[config.mk]
export PLATFORM = sky130hd
export DESIGN_NAME = fd_pipe_reg
export DESIGN_NICKNAME = d
export VERILOG_FILES = /design/src/rtl/fd_pipe_reg.sv
export SDC_FILE = /design/constraint.sdc
export NUM_CORES = 1
export LEC_CHECK = 0
export ABC_AREA = 1
export ABC_CLOCK_PERIOD_IN_PS = 2000
export CAP_MARGIN = 20
export CORE_MARGIN = 2
export CORE_UTILIZATION = 40
export DETAILED_ROUTE_END_ITERATION = 10
export PLACE_DENSITY = 0.95
export SLEW_MARGIN = 20
export SYNTH_ARGS = -nofsm -noshare
export SYNTH_HDL_FRONTEND = slang
export SYNTH_SLANG_ARGS = --single-unit
[constraint.sdc]
create_clock -name clk -period 2 [get_ports clk]
set_input_delay 0.4 -clock clk [delete_from_list [all_inputs] [get_ports clk]]
set_output_delay 0.4 -clock clk [all_outputs]
set_load 0.05 [all_outputs]
[src/rtl/fd_pipe_reg.sv]
// Fetch/Decode pipeline register: captures PC/instruction/AdEL state; all outputs registered, 1-cycle F->D.
// stall holds every D register; req flushes to a handler-PC bubble; rst > req > stall > load.
module fd_pipe_reg #(
    parameter logic [31:0] RESET_PC   = 32'h0000_3000,
    parameter logic [31:0] HANDLER_PC = 32'h0000_4180,
    parameter logic [31:0] NOP_INSTR  = 32'h0000_0000,
    parameter logic [4:0]  EXC_ADEL   = 5'd4
) (
    input  logic        clk,
    input  logic        rst,
    input  logic        req,
    input  logic        stall,
    input  logic [31:0] F_pc,
    input  logic [31:0] F_instr,
    input  logic        F_exc_adel,
    input  logic        D_is_jump,
    input  logic        D_eret,
    output logic [31:0] D_pc,
    output logic [31:0] D_instr,
    output logic [4:0]  D_exccode,
    output logic        D_bd,
    output logic        D_valid
);

    logic [31:0] r_pc;
    logic [31:0] r_instr;
    logic [4:0]  r_exccode;
    logic        r_bd;
    logic        r_valid;

    // eret has no delay slot, so the instruction following it is never BD
    logic        w_next_bd;
    assign w_next_bd = D_is_jump & ~D_eret;

    always_ff @(posedge clk) begin
        if (rst) begin
            r_pc      <= RESET_PC;
            r_instr   <= NOP_INSTR;
            r_exccode <= 5'd0;
            r_bd      <= 1'b0;
            r_valid   <= 1'b0;
        end else if (req) begin
            // Bubble keeps the handler address so CP0 sees a sensible macro-PC
            r_pc      <= HANDLER_PC;
            r_instr   <= NOP_INSTR;
            r_exccode <= 5'd0;
            r_bd      <= 1'b0;
            r_valid   <= 1'b0;
        end else if (!stall) begin
            r_pc    <= F_pc;
            r_bd    <= w_next_bd;
            r_valid <= 1'b1;
            if (F_exc_adel) begin
                // Faulting address stays in r_pc for EPC/BadVAddr
                r_instr   <= NOP_INSTR;
                r_exccode <= EXC_ADEL;
            end else begin
                r_instr   <= F_instr;
                r_exccode <= 5'd0;
            end
        end
    end

    assign D_pc      = r_pc;
    assign D_instr   = r_instr;
    assign D_exccode = r_exccode;
    assign D_bd      = r_bd;
    assign D_valid   = r_valid;

endmodule

==> metrics list <==
- The number of setup buffers added after CTS is 0.
- Row generation in the floorplan step produced 28 rows.
- TritonCTS built the clock tree.
* Drt initial violations: 97
* Slew at the pin with the worst max-slew slack: roughly 860 ps
* Total power: between 3 and 4 mW
* Count of input and output buffers: about 140
- The synthesized netlist devotes 23.7% of its cell area to simple gates.
- Total number of vias: between 2000 and 2500
- Global routing consumed, over all layers together, 19.0% of the routing resources.
- The synthesized design devotes to its leading area cell type 54.6% of total area.
- 142 I/O pins were placed.
- In the routed design, unresolved DRC markers number 0.
- Placer Congestion: 0.770
- After synthesis, the most frequently instantiated cells are 120 x nand2_1, 67 x dfxtp_1, 51 x a21oi_1.
* Number of endpoints with negative hold slack in the final report: 0
* Antenna violation net count after detailed routing: 0
- By area the synthesized netlist is led by dfxtp_1 55%, nand2_1 18%, a21oi_1 10%.
* Post-CTS Hold Buffers: 0
- Summing all placed instances gives a cell area of ~3800 um^2.
* Area used by multi-input combinational logic: 941 um^2
- Setup repair after global routing missed its margin: no
- STA classifies the critical path startpoint as a flip-flop.
* Wire length after detailed routing: between 6000 and 7000 um
- Min-Delay Path Class: flip-flop to flip-flop
- The largest individual stage delay along the critical path comes from the cell clkdlybuf4s50_1.
* Cts bufs inserted: 9
* Crit. End Element: output pin
* Result of the run: completed
* CP bufs+invs: 1
- Via count of the first global-routing pass: 2278
- The setup path with the least slack is of type flip-flop to output pin.
- After clock tree synthesis, the repair step resized 0 gates.
- CP Data Required Time: 1600 ps
- Post-synthesis xor/xnor area fraction: 0%
- The worst path meets setup with 101 ps of slack.
- Area grow syn2layout: 64.6%
* Setup Slack @ Placement: 302 ps
- Placeable Area: 5920 um^2
- The tool flagged a number of max-cap violations equal to 0.
- After clock tree synthesis, the clock-pin slew on the worst setup and hold paths is ~80 ps.
- Sequential elements use 54.6% of the synthesized area.
* Critical path peak fanout: 2
- Critical path cell sequence: clkdlybuf4s50_1
- Main flop type after synthesis: dfxtp_1
- For this design the static power due to leakage is between 1.5 and 2 nW.
- 0 antenna diodes ended up in the layout.
- Counting flops and latches in the post-synthesis netlist gives 67.
- Count of flip-flops with a built-in enable after synthesis: 0
- Overall die height: 82.3 um
* Register Area: 1340 um^2
- Max stage delay on crit path: 830 ps
* Filler Cells Inserted: 480
* Finished layout cell area: 4040 um^2
* Maximum number of pins on one net before global-route repair: 40
- The clock net in this run drives a total of 67 sinks.
* Maximum root-to-sink buffer count: 2
- For this run, the top clock speed supported by timing is ~530 MHz.
- In this run the power density over the cells is slightly below 800 nW/um^2.
- dfxtp_1 takes more of the synthesized area than any other cell.
- Global-route wire length before repair: 9830 um
* Proportion of synthesized area in mux cells: 0%
* Global-route congestion overflow total: 0
- Average wire per cell in the routed design: between 10 and 15 um
- Worst supply voltage drop on vdd: 0.000587 V
- Dominant combinational cell family by area after synthesis: simple AND/OR/NAND/NOR gates
* Top delay family on crit path: buffers and inverters
- Final max-slew violation count: 0
* Fin nets: 509
* Level count of the clock H-tree: 3
* Initial antenna violation count: 0
- In the finished design, the share of the clock period the worst path needs comes to 94.9%.
- Subtracting the final worst setup slack from the clock period gives 1900 ps.
- Clock latency at the later pin of the worst-skew pair: approximately 320 ps
- Count of cell types in the netlist: 15
* Critical Path AT: 1500 ps
- Summing the areas of all compound-gate instances in the mapped netlist gives 14.0% of the synthesized area.
- The first detailed-routing pass took 4 iterations.
- After legalization and detailed placement, the total HPWL measured 4840 um.
- Count of mapped cells out of synthesis: 306
* Number of setup violations in the final report: 0
* Starting density of the core: 41.5%
- After routing, the total negative slack on setup checks comes to 0 ps.
* Clock tree root driver cell: clkbuf_8
* Total number of yosys warnings: 0
- A synthesized cell averages 8.02 um^2.
- Headroom to the max-slew limit came out at between 40% and 50%.
* Share of synthesized registers carrying an async set or reset: 0%
* Netlist Area Pre-Place: about 2500 um^2
- The die is 82.3 um wide.
- Final Skew: 0 ps
- Per-cell via count in the routed design: 4.64
* Area enclosed by the die boundary: 6780 um^2
- Fraction of final layout cells sized beyond drive strength 1: under 10%
- Across all hold checks on the routed design, the worst slack comes to 461 ps.
- Adder and majority gate portion of the synthesized area: 0%
* Most common cell in the synthesized netlist: nand2_1
==> path summary, 6_finish.rpt <==
| check | start | to | slack [ps] | cells past startpoint |
|---|---|---|---|---|
| worst max-delay path | D_instr[23] | D_instr[23] | 100 | 1 |
| worst min-delay path | D_pc[22] | D_pc[22] | 460 | 2 |
| worst max register to register | D_exccode[2] | D_exccode[2] | 1350 | 2 |
| worst min register to register | D_pc[22] | D_pc[22] | 460 | 2 |
==> cell type report <==
| cell class | instances | share of cell area, % |
|---|---|---|
| well taps | 75 | 2.32 |
| inverters | 9 | 0.836 |
| clock buffers | 11 | 3.75 |
| repair buffers | 141 | 34.6 |
| flip-flops and latches | 67 | 33.2 |
| clock inverters | 5 | 2.07 |
| multi-input cells | 210 | 23.3 |
==> state kept, by name, indices dropped and copies added (netlist names) <==
signal	cells
D_exccode	1
D_instr	32
D_bd	1
D_valid	1
D_pc	32
==> where the power goes <==
part	switching (mW)	internal (mW)
registers	0.0209	1.37
clock network	0.507	0.775
logic	0.295	0.222
total	0.823	2.37
==> cells in the final DEF (no fill, tap or decap), drive strengths merged <==
master / instances
o21ai: 2
nand2: 129
dfxtp: 67
clkdlybuf4s50: 136
a21oi: 60
buf: 5
nor2: 13
nand3: 2
conb: 4
inv: 10
clkinvlp: 2
bufinv: 2
clkbuf: 11
==> tightest hold or removal path: cells and delay by family (launching register included) <==
kind / cells / cell delay (ps)
and+or+nand+nor: 1 / 50
DFF: 1 / 310
AOI/OAI and AO/OA: 1 / 50
==> per-stage QoR <==
| stage | util (%) | instances |
|---|---|---|
| after detailed placement | 64.3 | 502 |
| final | 68.3 | 518 |
| after floorplan | - | 309 |
| after global routing | 68.3 | 518 |
| after CTS | 68.3 | 518 |
| after global placement | 64.3 | 502 |
==> cells by family (layout without fill, tap and decap cells) <==
group	after synthesis	after routing
flip-flops	67	67
buffers and inverters	32	166
AND/OR/NAND/NOR	144	144
other	1	4
AO/OA/AOI/OAI	62	62
==> routing by layer <==
layer,GRT usage [%],vias up,part of all wire [%]
li1,-,1217,-
met1,19.7,1088,40
met2,34.5,93,50
met3,7.17,4,9.4
met4,7.00,0,0.62
met5,0,-,0
Note: power is estimated with default switching activity, not from simulation.
